**src/rtl/usb2_ts_pkg.sv**
```systemverilog
// usb2_ts_pkg: shared constants and types for the EP3 TS packer.
// Packet geometry, FSM states, capacity helper.
package usb2_ts_pkg;

  localparam int         TS_PKT_LEN = 188;
  localparam logic [7:0] TS_SYNC    = 8'h47;

  typedef enum logic [1:0] {
    ST_WAIT_RDY,
    ST_FILL,
    ST_COMMIT,
    ST_ACK_LOW
  } ts_state_e;

  // Whole packets that fit a buffer addressed by aw bits.
  function automatic int max_pkts(input int aw);
    return ((1 << aw) - 1) / TS_PKT_LEN;
  endfunction

endpackage

```
**src/rtl/usb2_ts_sync.sv**
```systemverilog
// usb2_ts_sync: TS packet-start qualification and byte tracking.
// Flags good starts, truncations, malformed starts and last bytes.
module usb2_ts_sync
  import usb2_ts_pkg::*;
(
  input  logic       ext_clk,
  input  logic       reset,
  input  logic [7:0] ts_data,
  input  logic       ts_valid,
  input  logic       ts_start,
  input  logic       abort,
  output logic [7:0] pkt_byte,
  output logic       good_start,
  output logic       truncate,
  output logic       cont,
  output logic       last,
  output logic       err
);

  logic start_v;
  logic mid;

  assign start_v    = ts_valid & ts_start;
  assign mid        = (pkt_byte != 8'd0);
  assign good_start = start_v & (ts_data == TS_SYNC);
  assign truncate   = start_v & mid;
  assign err        = start_v & (mid | (ts_data != TS_SYNC));
  assign cont       = ts_valid & ~ts_start & mid & ~abort;
  assign last       = cont & (pkt_byte == 8'(TS_PKT_LEN - 1));

  // Byte position within the current packet; 0 means between packets.
  always_ff @(posedge ext_clk) begin
    if (reset) begin
      pkt_byte <= 8'd0;
    end else if (good_start) begin
      pkt_byte <= 8'd1;
    end else if (start_v | abort) begin
      pkt_byte <= 8'd0;
    end else if (cont) begin
      pkt_byte <= last ? 8'd0 : pkt_byte + 8'd1;
    end
  end

endmodule

```
**src/rtl/usb2_ts_packer.sv**
```systemverilog
// usb2_ts_packer: packs 188-byte TS packets into the EP3 IN buffer.
// Commits on packet count, idle timeout or ready loss.
module usb2_ts_packer #(
  parameter int PKTS_PER_COMMIT = 5,
  parameter int FLUSH_TIMEOUT   = 4096
) (
  input  logic        ext_clk,
  input  logic        reset,
  input  logic [7:0]  ts_data,
  input  logic        ts_valid,
  input  logic        ts_start,
  output logic [10:0] buf_in_addr,
  output logic [7:0]  buf_in_data,
  output logic        buf_in_wren,
  input  logic        buf_in_ready,
  output logic        buf_in_commit,
  output logic [10:0] buf_in_commit_len,
  input  logic        buf_in_commit_ack,
  output logic [15:0] drop_cnt,
  output logic        sync_err
);
  import usb2_ts_pkg::*;

  localparam int PPC_MAX = max_pkts(11);
  localparam int PPC = (PKTS_PER_COMMIT > PPC_MAX) ? PPC_MAX :
                       (PKTS_PER_COMMIT < 1) ? 1 : PKTS_PER_COMMIT;
  localparam int IW = $clog2(FLUSH_TIMEOUT + 2);
  localparam logic [10:0] ROOM_MAX = 11'(2047 - TS_PKT_LEN);
  localparam logic [10:0] ONE_PKT  = 11'(TS_PKT_LEN);

  ts_state_e     state, state_n;
  logic [10:0]   wr_addr, base_addr, eff_addr;
  logic [3:0]    pkt_cnt;
  logic [IW-1:0] idle_cnt;
  logic          wr_active;

  logic [7:0] pkt_byte;
  logic       good_start, truncate, cont, last, err;
  logic       abort_rdy, timeout, abort, mid;
  logic       kill_w, write_ok, wr_byte, pkt_done;
  logic [1:0] drop_inc;
  logic [16:0] drop_sum;

  usb2_ts_sync u_sync (
    .ext_clk    (ext_clk),
    .reset      (reset),
    .ts_data    (ts_data),
    .ts_valid   (ts_valid),
    .ts_start   (ts_start),
    .abort      (abort),
    .pkt_byte   (pkt_byte),
    .good_start (good_start),
    .truncate   (truncate),
    .cont       (cont),
    .last       (last),
    .err        (err)
  );

  // Write/drop decisions for the byte presented this cycle.
  always_comb begin
    abort_rdy = (state == ST_FILL) & ~buf_in_ready;
    timeout   = (FLUSH_TIMEOUT != 0) & (state == ST_FILL) & ~ts_valid
              & (idle_cnt == IW'(FLUSH_TIMEOUT));
    abort     = abort_rdy | timeout;
    mid       = (pkt_byte != 8'd0);
    kill_w    = (truncate | (abort & mid)) & wr_active;
    eff_addr  = kill_w ? base_addr : wr_addr;
    write_ok  = good_start & (state == ST_FILL) & buf_in_ready
              & (eff_addr <= ROOM_MAX);
    wr_byte   = write_ok | (cont & wr_active);
    pkt_done  = last & wr_active;
    drop_inc  = {1'b0, kill_w} + {1'b0, good_start & ~write_ok};
    drop_sum  = {1'b0, drop_cnt} + 17'(drop_inc);
  end

  // Buffer fill / commit handshake sequencing.
  always_comb begin
    state_n = state;
    unique case (state)
      ST_WAIT_RDY: if (buf_in_ready) state_n = ST_FILL;
      ST_FILL: begin
        if (abort_rdy)
          state_n = (eff_addr != 11'd0) ? ST_COMMIT : ST_WAIT_RDY;
        else if (timeout & ~mid & (wr_addr >= ONE_PKT))
          state_n = ST_COMMIT;
        else if (pkt_done & (pkt_cnt == 4'(PPC - 1)))
          state_n = ST_COMMIT;
      end
      ST_COMMIT:
        if (buf_in_commit & buf_in_commit_ack) state_n = ST_ACK_LOW;
      ST_ACK_LOW:
        if (~buf_in_commit_ack) state_n = ST_WAIT_RDY;
      default: state_n = ST_WAIT_RDY;
    endcase
  end

  // State register.
  always_ff @(posedge ext_clk) begin
    if (reset) state <= ST_WAIT_RDY;
    else       state <= state_n;
  end

  // Registered write port, commit request, counters and address tracking.
  always_ff @(posedge ext_clk) begin
    if (reset) begin
      buf_in_addr       <= 11'd0;
      buf_in_data       <= 8'd0;
      buf_in_wren       <= 1'b0;
      buf_in_commit     <= 1'b0;
      buf_in_commit_len <= 11'd0;
      drop_cnt          <= 16'd0;
      sync_err          <= 1'b0;
      wr_addr           <= 11'd0;
      base_addr         <= 11'd0;
      pkt_cnt           <= 4'd0;
      wr_active         <= 1'b0;
      idle_cnt          <= '0;
    end else begin
      buf_in_wren <= wr_byte;
      if (wr_byte) begin
        buf_in_addr <= eff_addr;
        buf_in_data <= ts_data;
      end
      sync_err      <= err;
      buf_in_commit <= (state == ST_COMMIT)
                     & ~(buf_in_commit & buf_in_commit_ack);
      if (state == ST_COMMIT) buf_in_commit_len <= wr_addr;
      drop_cnt <= drop_sum[16] ? 16'hFFFF : drop_sum[15:0];
      if (state == ST_WAIT_RDY) begin
        wr_addr   <= 11'd0;
        base_addr <= 11'd0;
        pkt_cnt   <= 4'd0;
        wr_active <= 1'b0;
      end else begin
        wr_addr <= wr_byte ? eff_addr + 11'd1 : eff_addr;
        if (write_ok) base_addr <= eff_addr;
        if (write_ok)            wr_active <= 1'b1;
        else if (kill_w | pkt_done) wr_active <= 1'b0;
        if (pkt_done) pkt_cnt <= pkt_cnt + 4'd1;
      end
      if ((state != ST_FILL) | ts_valid | (timeout & mid))
        idle_cnt <= '0;
      else if (idle_cnt != IW'(FLUSH_TIMEOUT))
        idle_cnt <= idle_cnt + 1'b1;
    end
  end

endmodule

```
**config.mk**
```make
export PLATFORM = sky130hd
export DESIGN_NAME = usb2_ts_packer
export DESIGN_NICKNAME = d
export VERILOG_FILES = /design/src/rtl/usb2_ts_pkg.sv /design/src/rtl/usb2_ts_sync.sv /design/src/rtl/usb2_ts_packer.sv
export SDC_FILE = /design/constraint.sdc
export NUM_CORES = 1
export LEC_CHECK = 0
export CAP_MARGIN = 25
export CORE_MARGIN = 2
export CORE_UTILIZATION = 50
export DETAILED_ROUTE_END_ITERATION = 8
export PLACE_DENSITY = 0.8
export REMOVE_ABC_BUFFERS = 1
export SYNTH_ARGS = -nofsm -noshare
export SYNTH_HDL_FRONTEND = slang
export SYNTH_SLANG_ARGS = --single-unit
export TNS_END_PERCENT = 5
```
**constraint.sdc**
```tcl
create_clock -name ext_clk -period 5.4 [get_ports ext_clk]
set_input_delay 0.81 -clock ext_clk [delete_from_list [all_inputs] [get_ports ext_clk]]
set_output_delay 0.81 -clock ext_clk [all_outputs]
set_load 0.005 [all_outputs]
```
==> results.cfg <==
[status]
status = finished clean

[worst_setup_path]
path_max_fanout = 7
cp.arrival_ns = 5.33
crit_type = input port to flip-flop
endpoint_kind = flip-flop
reg2reg_slack_ns = 0.52
critPathLaunchType = input port
cp.required_ns = 5.63

[route]
drtIter0Drc = 159
drt_pass1_iterations = 4
antenna_left = 0
via_per_inst = 5.797
num_vias = 4377
wire_per_inst_um = 15.35
drc = 0
wl_um = 11590

[clocking]
cts_resized = 0
cts_buffers = 9
cts_tree = built
path_clk_slew_ns = 0.09
cts_htree_levels = 3
hold_buffers = 0
clk_root_buffer_cell = clkbuf_8
cts_sinks = 99
insertion_delay_ns = 0.36
cts_setup_buffers = 0
cts_max_path_buffers = 2

[floorplanning]
die_w_um = 103.5
die-area_um2 = 10710
rows = 36
core-area_um2 = 9684
initial_utilization_pct = 51.09
die_h_um = 103.5
ioPinCount = 63

[sta]
setup_viol = 0
worstMarginPinSlew_ns = 0.9859
period_needed_ns = 5.093
timing.fmax_mhz = 196.3
slew_violations = 0
final_hold_viol_count = 0
finalWorstSetupSlack_ns = 0.3067
finalCritPeriodShare_pct = 94.32
maxSlewHeadroom_pct = 33.98
skew_ns = 0.009762

[synthesis]
syn_inst = 569
syn_avg_cell_area_um2 = 8.695
synth_fa_ha_area_share_pct = 2.681
muxShareOfSynthArea_pct = 8.144
yosysWarnings = 0
synth_edf_count = 0
ys_ff_latch = 99
synth_flop_cell = dfxtp_1
synth_compound_area_share_pct = 13.53
synth-simple-area-share_pct = 26.23
seq_area_frac_synth_pct = 40.06
syn_area_um2 = 4947
synthXorXnorAreaFrac_pct = 4.780
synth_top_family_by_area = simple AND/OR/NAND/NOR gates
ys_async_sr_fraction_pct = 0
synth_cell_types = 67

[grt]
overflow = 0
gr-usage-all-layers_pct = 22.24
grt_max_degree = 58
grt_pass1_vias = 4067
antenna_found_initial = 0
grt_pass1_wl_um = 19050

[power]
switching_share_pct = 24.38
pwr-share-seq_pct = 57.2
ir_drop_mv = 0.1626
p_leak_nw = 1.926
power_frac_comb_pct = 6.6
p_sw_uw = 316.2
p_per_area_nw_per_um2 = 222.7
p_total_mw = 1.297
power_report.internal_total_uw = 981.0
p_clk_share_pct = 36.2

[cells_and_area]
fin_util_pct = 60.16
areaGrowthSynthToFinish_pct = 17.75
regArea_um2 = 1982
diodes = 0
multi_input_area_um2 = 2744
post_route_cells_drive_above_1_share_pct = 9.807
n_fill_cell = 833
layout.nets = 641

[place]
place_ws_ns = -0.04822
port_buffers = 62
gp_congestion = 0.8384
dpl.hpwl_um = 8078

[job]
cap_violations = 0

[hold_path]
hp-class = flip-flop to flip-flop
[power by group through the flow]
stage	Combinational [mW]	Clock [mW]	Sequential (mW)
3_3_place_gp	0.0794	0	0.759
3_5_place_dp	0.0842	0	0.759
2_1_floorplan	0.0476	0	0.757
6_report	0.0860	0.469	0.742
5_1_grt	0.0939	0.508	0.743
4_1_cts	0.0852	0.478	0.742
[layer usage]
layer  wire length, µm  vias up  GRT usage, %
li1                  -     2125             -
met1              5068     2095         27.99
met2              5754      137         38.41
met3               618       20         6.250
met4               151        0         4.150
met5                 0        -             0
[cell usage after synthesis, types with 3 or more instances]
master     n  area share, %
nor2_1    48            3.6
a311oi_1   3           0.53
mux2i_1   19            3.8
a31oi_1    6           0.76
a21oi_1   57            5.8
xor2_1    17            3.0
and4_1     3           0.53
or3_1      5           0.63
buf_4      3           0.46
mux2_2     8            1.8
o21ai_1    5           0.51
and3_1     5           0.63
a221oi_1   3           0.53
buf_6      3           0.68
nand3_1   33            3.3
nand4_1   13            1.6
nand2_1   58            4.4
inv_1     14            1.1
a211oi_1   5           0.76
o21ai_0    9           0.91
ha_1       9            2.3
dfxtp_1   99             40
buf_2      3           0.30
or4_1      5           0.76
nor3_1    37            3.7
mux2_4     5            1.5
clkbuf_1  20            1.5
nand2b_1  11            1.4
a21oi_2    3           0.53
xnor2_1   10            1.8
[cells in the final DEF, fill, tap and decap left out, types with 6 or more instances in the layout]
master           instances
mux2i_1                 19
nand4_1                 13
a21oi_1                 57
o21ai_0                  9
nor3_1                  37
xor2_1                  17
a31oi_1                  6
nand2b_1                11
clkdlybuf4s50_1         61
inv_1                   14
mux2_2                   8
clkbuf_8                 9
nor2_1                  48
nand2_1                 58
xnor2_1                 10
nand3_1                 32
ha_1                     9
dfxtp_1                 99
[final cells by class]
| type | count | area share (%) |
|---|---|---|
| multi-input cells | 422 | 47.10 |
| clock inverters | 6 | 1.117 |
| clock buffers | 10 | 2.191 |
| inverters | 17 | 1.181 |
| flip-flops and latches | 99 | 34.02 |
| repair buffers | 68 | 11.53 |
| well taps | 133 | 2.857 |
[worst paths after layout]
check                                          from                                end  cells after the start
setup reg to reg    u_sync.pkt_byte[1]$_SDFFE_PP0P_            drop_cnt[14]$_SDFF_PP0_                     24
hold / removal    buf_in_commit_len[5]$_SDFFE_PP0P_  buf_in_commit_len[5]$_SDFFE_PP0P_                      2
hold reg to reg   buf_in_commit_len[5]$_SDFFE_PP0P_  buf_in_commit_len[5]$_SDFFE_PP0P_                      2
setup / recovery                           ts_valid            drop_cnt[14]$_SDFF_PP0_                     23
[worst max-delay path, stage by stage]
cell and delay, ns:
clkdlybuf4s50_1 0.50, nor3b_2 0.32, nand4_4 0.18, a21oi_4 0.32
inv_6 0.09, mux2i_2 0.28, inv_2 0.07, ha_1 0.26
nand2_1 0.09, a311o_1 0.21, a21oi_4 0.08, mux2i_4 0.15
nand2_1 0.09, fa_1 0.39, inv_1 0.10, ha_1 0.21
inv_1 0.05, or2_2 0.33, nor3_1 0.28, buf_4 0.20
nand3_1 0.07, nor3b_1 0.19, nor3_1 0.07
[flip-flops by register name, summed over array words and instances (netlist names), named ones only]
| register | cells |
|---|---|
| base_addr | 11 |
| buf_in_addr | 11 |
| buf_in_commit | 1 |
| buf_in_commit_len | 11 |
| buf_in_data | 8 |
| buf_in_wren | 1 |
| drop_cnt | 16 |
| idle_cnt | 13 |
| pkt_cnt | 4 |
| state | 1 |
| sync_err | 1 |
| u_sync.pkt_byte | 8 |
| wr_active | 1 |
| wr_addr | 11 |
[stage by stage]
step	TNS (ns)	instances	area (µm²)	hold WS, ns
2_1_floorplan	0	538	4790	0.4467
3_3_place_gp	0	737	5602	0.4473
3_5_place_dp	-0.3005	739	5628	0.4485
4_1_cts	0	755	5821	0.4671
5_1_grt	-0.04328	755	5826	0.4885
6_report	0	755	5826	0.4619
[cells by family (layout without fill, tap and decap cells)]
logic type | after synthesis | count (layout)
and+or+nand+nor | 244 | 244
DFF | 99 | 99
buffers and inverters | 48 | 101
muxes | 35 | 35
adders and majority gates | 10 | 10
xor gates and xnor gates | 27 | 27
AOI/OAI and AO/OA | 106 | 106
No activity file was read; power rests on OpenSTA's default activity.
